### src/rtl/alu_rs_pkg.sv
// alu_rs_pkg -- shared definitions for the ALU reservation station.
//   TAG_W_DEF : default ROB-tag width
//   DATA_W    : operand / result width
//   alu_op_e  : shared ALU opcode set
package alu_rs_pkg;
  localparam int TAG_W_DEF = 4;
  localparam int DATA_W    = 32;

  // Compares are unsigned. Lthan/Lequal test op1 < / <= op2 and
  // Rthan/Requal test op1 > / >= op2. Shifts are logical and use op2[4:0].
  typedef enum logic [3:0] {
    OP_ADD    = 4'd0,
    OP_SUB    = 4'd1,
    OP_OR     = 4'd2,
    OP_XOR    = 4'd3,
    OP_LSHIFT = 4'd4,
    OP_RSHIFT = 4'd5,
    OP_LTHAN  = 4'd6,
    OP_LEQUAL = 4'd7,
    OP_RTHAN  = 4'd8,
    OP_REQUAL = 4'd9
  } alu_op_e;

  // Zero-extend a compare flag to a full data word.
  function automatic logic [DATA_W-1:0] flag_w(input logic b);
    return {{(DATA_W-1){1'b0}}, b};
  endfunction
endpackage

### src/rtl/alu_rs_if.sv
// alu_rs_if -- dispatch, CDB snoop and result broadcast bundle.
//   disp_*  : dispatch request (valid, op, operands, pending tags, dest)
//   full    : station has no free entry
//   cdb_*   : external result broadcast snooped for wakeup
//   res_*   : this unit's registered result broadcast
// master = producer of dispatch/CDB (front end); slave = the station.
interface alu_rs_if import alu_rs_pkg::*; #(parameter int TAG_W = TAG_W_DEF);
  logic              disp_valid;
  logic [3:0]        disp_op;
  logic [DATA_W-1:0] disp_v1;
  logic [DATA_W-1:0] disp_v2;
  logic              disp_q1_busy;
  logic              disp_q2_busy;
  logic [TAG_W-1:0]  disp_q1;
  logic [TAG_W-1:0]  disp_q2;
  logic [TAG_W-1:0]  disp_dest;
  logic              full;
  logic              cdb_valid;
  logic [TAG_W-1:0]  cdb_tag;
  logic [DATA_W-1:0] cdb_value;
  logic              res_valid;
  logic [TAG_W-1:0]  res_tag;
  logic [DATA_W-1:0] res_value;

  modport master (
    output disp_valid, disp_op, disp_v1, disp_v2, disp_q1_busy, disp_q2_busy,
           disp_q1, disp_q2, disp_dest, cdb_valid, cdb_tag, cdb_value,
    input  full, res_valid, res_tag, res_value
  );
  modport slave (
    input  disp_valid, disp_op, disp_v1, disp_v2, disp_q1_busy, disp_q2_busy,
           disp_q1, disp_q2, disp_dest, cdb_valid, cdb_tag, cdb_value,
    output full, res_valid, res_tag, res_value
  );
endinterface

### src/rtl/alu_rs_alu.sv
// alu_rs_alu -- combinational 32-bit ALU on the shared opcode set.
//   i_op  : opcode (alu_op_e encoding); unknown opcodes give 0
//   i_a   : operand 1
//   i_b   : operand 2
//   o_res : result; compares yield 0 or 1
module alu_rs_alu import alu_rs_pkg::*; (
  input  logic [3:0]        i_op,
  input  logic [DATA_W-1:0] i_a,
  input  logic [DATA_W-1:0] i_b,
  output logic [DATA_W-1:0] o_res
);
  always_comb begin
    o_res = '0;
    case (i_op)
      OP_ADD:    o_res = i_a + i_b;
      OP_SUB:    o_res = i_a - i_b;
      OP_OR:     o_res = i_a | i_b;
      OP_XOR:    o_res = i_a ^ i_b;
      OP_LSHIFT: o_res = i_a << i_b[4:0];
      OP_RSHIFT: o_res = i_a >> i_b[4:0];
      OP_LTHAN:  o_res = flag_w(i_a <  i_b);
      OP_LEQUAL: o_res = flag_w(i_a <= i_b);
      OP_RTHAN:  o_res = flag_w(i_a >  i_b);
      OP_REQUAL: o_res = flag_w(i_a >= i_b);
      default:   o_res = '0;
    endcase
  end
endmodule

### src/rtl/alu_rs.sv
// alu_rs -- ALU reservation station with inline wakeup/select and one
// registered result broadcast per cycle.
//   i_clk : clock, rising edge
//   i_rst : synchronous active-low reset
//   i_rdy : global ready, low freezes the station
//   i_clr : mispredict flush (beats i_rdy, loses to i_rst)
//   bus   : alu_rs_if.slave -- dispatch, full, CDB snoop, result broadcast
module alu_rs import alu_rs_pkg::*; #(
  parameter int RS_SIZE = 8,
  parameter int TAG_W   = TAG_W_DEF
) (
  input  logic    i_clk,
  input  logic    i_rst,
  input  logic    i_rdy,
  input  logic    i_clr,
  alu_rs_if.slave bus
);
  localparam int IDX_W = (RS_SIZE > 1) ? $clog2(RS_SIZE) : 1;

  typedef struct packed {
    logic              busy;
    logic [3:0]        op;
    logic [DATA_W-1:0] v1;
    logic [TAG_W-1:0]  q1;
    logic              q1b;
    logic [DATA_W-1:0] v2;
    logic [TAG_W-1:0]  q2;
    logic              q2b;
    logic [TAG_W-1:0]  dest;
  } ent_t;

  typedef struct packed {
    logic              busy;
    logic [DATA_W-1:0] val;
  } opnd_t;

  ent_t               r_ent [RS_SIZE];
  ent_t               w_nxt [RS_SIZE];
  logic               r_res_valid;
  logic [TAG_W-1:0]   r_res_tag;
  logic [DATA_W-1:0]  r_res_value;
  logic [RS_SIZE-1:0] w_busy;
  logic [RS_SIZE-1:0] w_ready;
  logic               w_full;
  logic               w_free_hit;
  logic [IDX_W-1:0]   w_free_idx;
  logic               w_sel_hit;
  logic [IDX_W-1:0]   w_sel_idx;
  logic [DATA_W-1:0]  w_alu_res;

  // Per-entry status flags; ready means busy with both operands present.
  for (genvar g = 0; g < RS_SIZE; g++) begin : g_ent
    assign w_busy[g]  = r_ent[g].busy;
    assign w_ready[g] = r_ent[g].busy & ~r_ent[g].q1b & ~r_ent[g].q2b;
  end

  // full and select look only at registered state, so a freed entry
  // becomes visible to dispatch one cycle later.
  assign w_full = &w_busy;

  always_comb begin
    w_free_hit = 1'b0;
    w_free_idx = '0;
    w_sel_hit  = 1'b0;
    w_sel_idx  = '0;
    // Scan downwards so the lowest index is the last one written.
    for (int i = RS_SIZE - 1; i >= 0; i--) begin
      if (!w_busy[i]) begin
        w_free_hit = 1'b1;
        w_free_idx = IDX_W'(i);
      end
      if (w_ready[i]) begin
        w_sel_hit = 1'b1;
        w_sel_idx = IDX_W'(i);
      end
    end
  end

  alu_rs_alu u_alu (
    .i_op  (r_ent[w_sel_idx].op),
    .i_a   (r_ent[w_sel_idx].v1),
    .i_b   (r_ent[w_sel_idx].v2),
    .o_res (w_alu_res)
  );

  // Snoop both broadcasts for a pending operand; the external CDB wins if
  // both happen to carry the same tag.
  function automatic opnd_t snoop(input logic pend, input logic [TAG_W-1:0] q,
                                  input logic [DATA_W-1:0] v);
    opnd_t o;
    o = '{busy: pend, val: v};
    if (pend && bus.cdb_valid && q == bus.cdb_tag)
      o = '{busy: 1'b0, val: bus.cdb_value};
    else if (pend && r_res_valid && q == r_res_tag)
      o = '{busy: 1'b0, val: r_res_value};
    return o;
  endfunction

  always_comb begin
    opnd_t o1, o2;
    o1    = '0;
    o2    = '0;
    w_nxt = r_ent;
    for (int i = 0; i < RS_SIZE; i++) begin
      o1 = snoop(r_ent[i].busy & r_ent[i].q1b, r_ent[i].q1, r_ent[i].v1);
      o2 = snoop(r_ent[i].busy & r_ent[i].q2b, r_ent[i].q2, r_ent[i].v2);
      w_nxt[i].q1b = o1.busy;
      w_nxt[i].v1  = o1.val;
      w_nxt[i].q2b = o2.busy;
      w_nxt[i].v2  = o2.val;
    end
    if (w_sel_hit) w_nxt[w_sel_idx].busy = 1'b0;
    // The free slot is never the selected one (free = !busy), so no clash.
    if (bus.disp_valid && !w_full && w_free_hit) begin
      o1 = snoop(bus.disp_q1_busy, bus.disp_q1, bus.disp_v1);
      o2 = snoop(bus.disp_q2_busy, bus.disp_q2, bus.disp_v2);
      w_nxt[w_free_idx] = '{busy: 1'b1, op: bus.disp_op,
                            v1: o1.val, q1: bus.disp_q1, q1b: o1.busy,
                            v2: o2.val, q2: bus.disp_q2, q2b: o2.busy,
                            dest: bus.disp_dest};
    end
  end

  always_ff @(posedge i_clk) begin
    if (!i_rst) begin
      for (int i = 0; i < RS_SIZE; i++) r_ent[i] <= '0;
      r_res_valid <= 1'b0;
      r_res_tag   <= '0;
      r_res_value <= '0;
    end else if (i_clr) begin
      for (int i = 0; i < RS_SIZE; i++) r_ent[i].busy <= 1'b0;
      r_res_valid <= 1'b0;
    end else if (i_rdy) begin
      for (int i = 0; i < RS_SIZE; i++) r_ent[i] <= w_nxt[i];
      r_res_valid <= w_sel_hit;
      if (w_sel_hit) begin
        r_res_tag   <= r_ent[w_sel_idx].dest;
        r_res_value <= w_alu_res;
      end
    end else begin
      r_res_valid <= 1'b0;
    end
  end

  assign bus.full      = w_full;
  assign bus.res_valid = r_res_valid;
  assign bus.res_tag   = r_res_tag;
  assign bus.res_value = r_res_value;
endmodule

### src/flat_wrapper.sv
// flat-port wrapper written by rule: the top's interface ports become plain ports
module alu_rs_flat import alu_rs_pkg::*;
#(
  parameter int RS_SIZE = 8,
  parameter int TAG_W   = TAG_W_DEF
)
  (i_clk, i_rst, i_rdy, i_clr, bus_disp_valid, bus_disp_op, bus_disp_v1, bus_disp_v2, bus_disp_q1_busy, bus_disp_q2_busy, bus_disp_q1, bus_disp_q2, bus_disp_dest, bus_cdb_valid, bus_cdb_tag, bus_cdb_value, bus_full, bus_res_valid, bus_res_tag, bus_res_value);
  alu_rs_if #(.TAG_W(TAG_W)) bus_i ();
  input  logic i_clk;
  input  logic i_rst;
  input  logic i_rdy;
  input  logic i_clr;
  input wire logic [$bits(bus_i.disp_valid)-1:0] bus_disp_valid;
  input wire logic [$bits(bus_i.disp_op)-1:0] bus_disp_op;
  input wire logic [$bits(bus_i.disp_v1)-1:0] bus_disp_v1;
  input wire logic [$bits(bus_i.disp_v2)-1:0] bus_disp_v2;
  input wire logic [$bits(bus_i.disp_q1_busy)-1:0] bus_disp_q1_busy;
  input wire logic [$bits(bus_i.disp_q2_busy)-1:0] bus_disp_q2_busy;
  input wire logic [$bits(bus_i.disp_q1)-1:0] bus_disp_q1;
  input wire logic [$bits(bus_i.disp_q2)-1:0] bus_disp_q2;
  input wire logic [$bits(bus_i.disp_dest)-1:0] bus_disp_dest;
  input wire logic [$bits(bus_i.cdb_valid)-1:0] bus_cdb_valid;
  input wire logic [$bits(bus_i.cdb_tag)-1:0] bus_cdb_tag;
  input wire logic [$bits(bus_i.cdb_value)-1:0] bus_cdb_value;
  output wire logic [$bits(bus_i.full)-1:0] bus_full;
  output wire logic [$bits(bus_i.res_valid)-1:0] bus_res_valid;
  output wire logic [$bits(bus_i.res_tag)-1:0] bus_res_tag;
  output wire logic [$bits(bus_i.res_value)-1:0] bus_res_value;
  assign bus_i.disp_valid = bus_disp_valid;
  assign bus_i.disp_op = bus_disp_op;
  assign bus_i.disp_v1 = bus_disp_v1;
  assign bus_i.disp_v2 = bus_disp_v2;
  assign bus_i.disp_q1_busy = bus_disp_q1_busy;
  assign bus_i.disp_q2_busy = bus_disp_q2_busy;
  assign bus_i.disp_q1 = bus_disp_q1;
  assign bus_i.disp_q2 = bus_disp_q2;
  assign bus_i.disp_dest = bus_disp_dest;
  assign bus_i.cdb_valid = bus_cdb_valid;
  assign bus_i.cdb_tag = bus_cdb_tag;
  assign bus_i.cdb_value = bus_cdb_value;
  assign bus_full = bus_i.full;
  assign bus_res_valid = bus_i.res_valid;
  assign bus_res_tag = bus_i.res_tag;
  assign bus_res_value = bus_i.res_value;
  alu_rs #(.RS_SIZE(RS_SIZE), .TAG_W(TAG_W)) u_core (.i_clk(i_clk), .i_rst(i_rst), .i_rdy(i_rdy), .i_clr(i_clr), .bus(bus_i));
endmodule
### config.mk
export PLATFORM = sky130hd
export DESIGN_NAME = alu_rs_flat
export DESIGN_NICKNAME = d
export VERILOG_FILES = /design/src/rtl/alu_rs_pkg.sv /design/src/rtl/alu_rs_if.sv /design/src/rtl/alu_rs_alu.sv /design/src/rtl/alu_rs.sv /design/src/flat_wrapper.sv
export SDC_FILE = /design/constraint.sdc
export NUM_CORES = 2
export LEC_CHECK = 0
export CORE_MARGIN = 1.5
export CORE_UTILIZATION = 35
export CTS_BUF_LIST = sky130_fd_sc_hd__clkbuf_8
export CTS_CLUSTER_DIAMETER = 150
export DETAILED_ROUTE_END_ITERATION = 10
export PLACE_DENSITY = 0.55
export SLEW_MARGIN = 20
export SYNTH_ARGS = -nofsm -noshare
export SYNTH_HDL_FRONTEND = slang
export SYNTH_SLANG_ARGS = --single-unit
### constraint.sdc
create_clock -name i_clk -period 17 [get_ports i_clk]
set_clock_uncertainty 0.1 [all_clocks]
set_input_delay 3.4 -clock i_clk [delete_from_list [all_inputs] [get_ports i_clk]]
set_output_delay 3.4 -clock i_clk [all_outputs]
set_load 0.02 [all_outputs]
-- Word level (Yosys, flattened, before mapping)
Cells that the tools add are included.
- register bits after elaboration: 701
- input port bits: 124
- output and inout bits: 38
- word-level logic and storage cells: 352
- $add $sub $neg: 2
- $lt $le $gt $ge: 8
- equality and inequality tests: 45
- shifts and indexed selects: 2
- muxes and demuxes: 82
- bitwise logic cells: 55
- reduce and logical (&&, ||, !) cells: 83
- operators by type and width (kind ; count):
    $bwmux 664 ; 2
    $mux 664 ; 2
    $mux 33 ; 38
    $demux 83 s3 ; 2
    $pmux 32 s10 ; 1
    $bmux 83 s3 ; 1
    $mux 83 ; 2
    $mux 82 ; 2
    $eq 4x4->1 ; 36
    $logic_and 1x1->1 ; 76
    $mux 3 ; 16
    $add 32x32->32 ; 1
    $and 1x1->1 ; 32
    $ge 32x32->1 ; 1
    $gt 32x32->1 ; 1
    $le 32x32->1 ; 1
    $lt 32x32->1 ; 1
    $or 32x32->32 ; 1
    $shl 32x5->32 ; 1
    $shr 32x5->32 ; 1
    $sub 32x32->32 ; 1
    $xor 32x32->32 ; 1
    $not 1->1 ; 19
    $eq 4x3->1 const B ; 4
    14 further kinds ; 34

-- Logic depth before layout (Yosys ltp)
- word-level depth: 20
- mapped depth: 28
- depth with buffers taken out: 21

-- Modules after synthesis
From an unflattened synthesis, not the netlist that was laid out.
- cells, all modules: 6994
- area total of the unflattened synthesis: 54549.8 µm²
- modules (own cells, without submodules) (module ; times used ; cells an instance ; area each (µm²) ; seq. area each (µm²)):
    alu_rs ; 1 ; 5790 ; 46803.6 ; 14033.5
    alu_rs_alu ; 1 ; 1204 ; 7746.2 ; 0.0

-- Least setup slack after synthesis
OpenSTA, ideal clock, no wires.
- kind: flip-flop to flip-flop
- start: register u_core.r_ent[373] (netlist name)
- end: register u_core.r_res_value[27], in the netlist u_core.bus.res_value[27]
- setup time: 0.078 ns
- data arrival time: 5.840 ns
- required time: 16.822 ns
- path slack: 10.982 ns
- stages on the path, launching flop included: 26
- buffers on the path: 7
- period minus slack after synthesis: 6.018 ns
- cell sequence: dfxtp_1 > or3b_4 > o31a_1 > buf_4 > nand2_4 > buf_6 > buf_4 > buf_2 > buf_2 > buf_1 > clkbuf_1 > mux2i_1 > a211oi_1 > ha_1 > or4_1 > or3_1 > nor3_1 > o21bai_1 > and3b_1 > o41a_1 > o21ai_0 > a21oi_1 > and2_1 > xnor2_1 > o22a_1 > a32oi_1
- cells in the longest elaborated chain, start to end: 13
- elaborated cells between the ends (all ways): 33
- classes of those cells: 2 x add/sub; 9 x eq/ne; 2 x shift; 12 x mux; 6 x bitwise; 2 x reduce/logical
- ends and longest elaborated chain (item ; RTL line ; source):
    $not 1->1 * ; alu_rs.sv:54 ; assign w_ready[g] = r_ent[g].busy & ~r_ent[g].q1b & ~r_ent[g].q2b;
    $and 1x1->1 * (2 in series) ; alu_rs.sv:54 ;
    $mux 3 (4 in series) ; alu_rs.sv:72 ; if (w_ready[i]) begin
    $not 3->4 (implied by the code) ; alu_rs.sv:80, alu_rs.sv:81, alu_rs.sv:82 ;
    $bmux 83 s3 ; alu_rs.sv:80, alu_rs.sv:81, alu_rs.sv:82 ;
    $mux 82 (2 in series) ; n/a ;
    $sub 32x32->32, or another cell as far along ; alu_rs_alu.sv:16 ; OP_SUB: o_res = i_a - i_b;
    $pmux 32 s10 ; alu_rs_alu.sv:14 ; case (i_op)
    end signal, assigned ; alu_rs.sv:138 ; r_res_value <= w_alu_res;
    end, declared ; alu_rs.sv:41 ; logic [DATA_W-1:0] r_res_value;
Every way passes the cells marked *; elsewhere a longest branch is shown, timed or not. The select of a mux whose other input is x is not followed.
A chain may end at the register's enable or synchronous reset.

-- Final worst setup path
- start: register u_core.r_ent[663] (netlist name)
- end: register u_core.r_res_value[0], in the netlist u_core.bus.res_value[0]
- cells in the longest elaborated chain, start to end: 9
- elaborated cells between the ends (all ways): 30
- classes of those cells: 2 x add/sub; 4 x order compare; 9 x eq/ne; 2 x shift; 6 x mux; 5 x bitwise; 2 x reduce/logical
- ends and longest elaborated chain (item ; RTL line):
    $and 1x1->1 * (2 in series) ; alu_rs.sv:54
    $mux 3 ; alu_rs.sv:72
    $not 3->4 (implied by the code) ; alu_rs.sv:80, alu_rs.sv:81, alu_rs.sv:82
    $bmux 83 s3 ; alu_rs.sv:80, alu_rs.sv:81, alu_rs.sv:82
    $mux 82 (2 in series) ; n/a
    $sub 32x32->32, or another cell as far along ; alu_rs_alu.sv:16
    $pmux 32 s10 ; alu_rs_alu.sv:14
Marks and branches as above.

==> qor.csv <==
stage,metric,value,unit
outcome,status,"finished, final reports clean",
grt,"Remaining Overflow, GRT",0,
floorplanning,Die ar.,158000,µm²
floorplanning,initial core utilization,35.4,%
yosys,cell with the most instances after synthesis,nor2_1,
yosys,synthesized cell area,54600,µm²
setup_path,Worst EP required,17.69,ns
placed_design,Post-Place Cell Area,57200,µm²
power_and_ir_drop,worst vdd ir,0.0572,mV
grt,global-route wire length before repair,397000,µm
hold_path,Hold Path Sink,u_core.r_ent[662],
hold_path,hold path startpoint,u_core.r_ent[662],
setup_path,critical path type,reg -> reg,
setup_path,CP Capture Type,flop,
setup_path,reg2reg path depth,22,
grt,vias in the first global route,56300,
sta,RSZ-0062 raised after global routing,no,
cts,CTS H-tree lvls,4,
route,DR vias,60200,
cts,clk root buf,clkbuf_8,
power_and_ir_drop,Sequential Power Share,40.2,%
setup_path,CP Max Fanout,66,
hold_path,worst hold path type,reg -> reg,
hold_path,Hold Crit Depth,2,
placed_design,routability cong.,1.08,
cts,clock-pin transition on the worst setup and hold timing paths,0.06,ns
grt,largest net degree at the start of global routing,192,
sta,Fin Setup TNS,0,ns
cts,TritonCTS Buffers,139,
cts,post-CTS resize count,0,
sta,slew margin rel.,9.04,%
setup_path,worst r2r dst,u_core.bus.res_value[0],
setup_path,"Arr. time, crit path",9.03,ns
route,DRT Wirelength,276000,µm
cts,Clock Sinks,701,
finish,share of layout cells above drive strength 1,6.67,%
floorplanning,Die H,398,µm
yosys,sequential area share after synthesis,25.7,%
sta,final setup fails,0,
power_and_ir_drop,Gate power share,20.2,%
yosys,asr flop ratio synth,0,%
grt,initial antenna violation count,21,
setup_path,crit start category,flop,
yosys,Post-synth EDFFs,0,
grt,GRT Total Usage,33.4,%
yosys,Most used DFF post-synth,dfxtp_1,
placed_design,port bufs,161,
cts,later-pin clock latency in the skew report,0.94,ns
cts,Max Root-Sink Buffers,3,
yosys,yosys warns,0,
setup_path,"setup slack, reg-to-reg",8.66,ns
setup_path,CP peak stage delay,0.76,ns
cts,TritonCTS clock tree,yes,
power_and_ir_drop,clock power share,39.6,%
finish,fin nets,7247,
sta,Worst Tran Pin Value,1.33,ns
sta,WHS,0.355,ns
route,DRC viols,0,
yosys,Seq cells post-synth,701,
sta,Tmin final,8.34,ns
route,vias per cell,6.57,
yosys,Syn Nets,7639,
setup_path,Crit Reg-Reg Startpoint,u_core.r_ent[663],
yosys,synth cell count leaders,"1273 x nor2_1, 1180 x a211oi_1, 813 x mux2i_1, 766 x clkbuf_1, 701 x dfxtp_1",
floorplanning,floorplan core area,154000,µm²
power_and_ir_drop,Int Pwr,2.94,mW
yosys,main area contributors after synthesis,"dfxtp_1 26%, a211oi_1 16%, mux2i_1 15%, nor2_1 8.8%, clkbuf_1 5.3%",
yosys,Synth top area share,25.7,%
cts,number of post-CTS setup repair buffers,0,
yosys,cell taking the most area after synthesis,dfxtp_1,
sta,max-slew violation count,0,
route,DR pass1 iterations,9,
setup_path,CP max-delay cell,buf_4,
power_and_ir_drop,Net Sw Frac,33.8,%
power_and_ir_drop,P_sw,1.50,mW
setup_path,worst-path cell chain,nor3b_1 > o31a_2 > buf_4 > buf_4 > and3_1 > a211oi_1 > a2111oi_4 > buf_4 > ha_1 > inv_1 > fa_1 > nand3_1 > nand2_1 > a211oi_1 > a2bb2oi_1 > o221ai_1 > a221oi_1 > o211ai_1 > o41ai_1 > nand3_1 > nand2_1 > nand3_1,
finish,Util after Layout,38.8,%
sta,Final period util,49.0,%
finish,area growth from synthesis to layout,9.60,%
power_and_ir_drop,Pleak,25.5,nW
yosys,post-synth cell types,85,
placed_design,DP HPWL,164000,µm
floorplanning,Die W,398,µm
route,initial drt markers,8157,
route,Post-DRT Antenna Nets,0,
yosys,post-synthesis instance total,7417,
yosys,"Avg Cell Area, Syn",7.36,µm²
power_and_ir_drop,Cell Pwr Density,74.2,nW/µm²
run,Max-cap violations,0,
route,Routed wire per std cell,30.1,µm
finish,cell area after layout,59800,µm²
sta,Fin. Hold Viols,0,
cts,cts hold-fix bufs,0,
floorplanning,Rows,144,
sta,highest clock rate,0.120,GHz
floorplanning,io pins,162,
==> power groups by stage <==
stage / Combinational (mW) / Clock [mW] / Sequential, mW
2_1_floorplan: 0.590 / 0 / 1.80
3_3_place_gp: 0.852 / 0 / 1.81
3_5_place_dp: 0.860 / 0 / 1.82
4_1_cts: 0.865 / 1.77 / 1.78
5_1_grt: 0.949 / 1.84 / 1.79
6_report: 0.895 / 1.76 / 1.78
==> how the worst max path moves through the flow <==
| stage | start | end | slack (ns) | cells after the start |
|---|---|---|---|---|
| after floorplan | u_core.r_ent[373] | u_core.bus.res_value[27] | 10.98 | 25 |
| after global placement | i_rdy | u_core.r_ent[212] | 8.81 | 8 |
| after detailed placement | i_rdy | u_core.r_ent[31] | 8.77 | 8 |
| after CTS | u_core.r_ent[663] | u_core.bus.res_value[0] | 8.99 | 22 |
| after global routing | u_core.r_ent[663] | u_core.bus.res_value[0] | 8.36 | 22 |
| final | u_core.r_ent[663] | u_core.bus.res_value[0] | 8.66 | 22 |
==> worst max-delay path: cells and delay by family (launching register included) <==
family | cells | cell delay (ns)
flops | 1 | 0.61
buf+inv | 4 | 2.01
compound gates | 9 | 3.31
fa+ha+maj | 2 | 0.75
simple gates | 7 | 1.23
==> sequential cells by signal (all words and copies together) (netlist names) <==
| signal | count |
|---|---|
| u_core.bus.res_value | 32 |
| u_core.bus.res_valid | 1 |
| u_core.r_ent | 664 |
| u_core.bus.res_tag | 4 |
==> routing by layer <==
layer / up-vias / wire [µm] / global-route usage (%)
met3: 842 / 30200 / 7.85
met5: - / 145 / 0
li1: 26200 / - / -
met2: 3825 / 115000 / 48.6
met4: 22 / 17200 / 19.4
met1: 29300 / 113000 / 44.8
==> cell type report <==
class | instances | area, µm²
multi-input cells | 5745 | 37100
clock buffers | 162 | 2230
repair buffers | 346 | 3130
flip-flops and latches | 701 | 14000
clock inverters | 74 | 410
diodes | 7 | 17.5
well taps | 2044 | 2560
fillers | 15900 | 94600
inverters | 92 | 353
==> cells by family (layout without fill, tap and decap cells) <==
| kind of cell | count (synthesis) | count (layout) | synth area share (%) |
|---|---|---|---|
| simple gates | 2723 | 2723 | 21.8 |
| mux | 835 | 835 | 15.4 |
| flops | 701 | 701 | 25.7 |
| buf+inv | 971 | 674 | 6.91 |
| compound gates | 1913 | 1913 | 25.2 |
| fa+ha+maj | 98 | 98 | 2.27 |
| other cells | 0 | 7 | 0 |
| xor+xnor | 176 | 176 | 2.82 |
==> placed cells by master, fill, tap and decap left out, types with 15 or more instances in the layout <==
master | netlist | final
nor2_1 | 1273 | 1264
a211oi_1 | 1180 | 1179
mux2i_1 | 813 | 813
dfxtp_1 | 701 | 700
nor3_1 | 564 | 557
nand2_1 | 511 | 507
a21oi_1 | 307 | 306
buf_4 | 15 | 175
clkbuf_8 | 0 | 162
clkdlybuf4s50_1 | 0 | 161
and3_1 | 145 | 145
inv_1 | 86 | 137
xor2_1 | 112 | 112
o21ai_0 | 97 | 97
ha_1 | 96 | 96
xnor2_1 | 64 | 64
nand3_1 | 62 | 61
nand4_1 | 48 | 48
a22oi_1 | 34 | 34
a2111o_1 | 33 | 33
o211ai_1 | 27 | 27
a31oi_1 | 27 | 27
and2_1 | 26 | 26
a32o_1 | 26 | 26
mux2_2 | 21 | 21
o21bai_1 | 16 | 16
nand2b_1 | 16 | 15
==> metrics by stage <==
step	cells	power, mW	setup WS (ns)
detailed placement	8928	2.68	8.77
CTS	9164	4.42	8.99
global route	9168	4.58	8.36
floorplan	7417	2.39	10.98
finish	9171	4.44	8.66
global placement	8928	2.67	8.81
(Power assumes the default switching activity.)
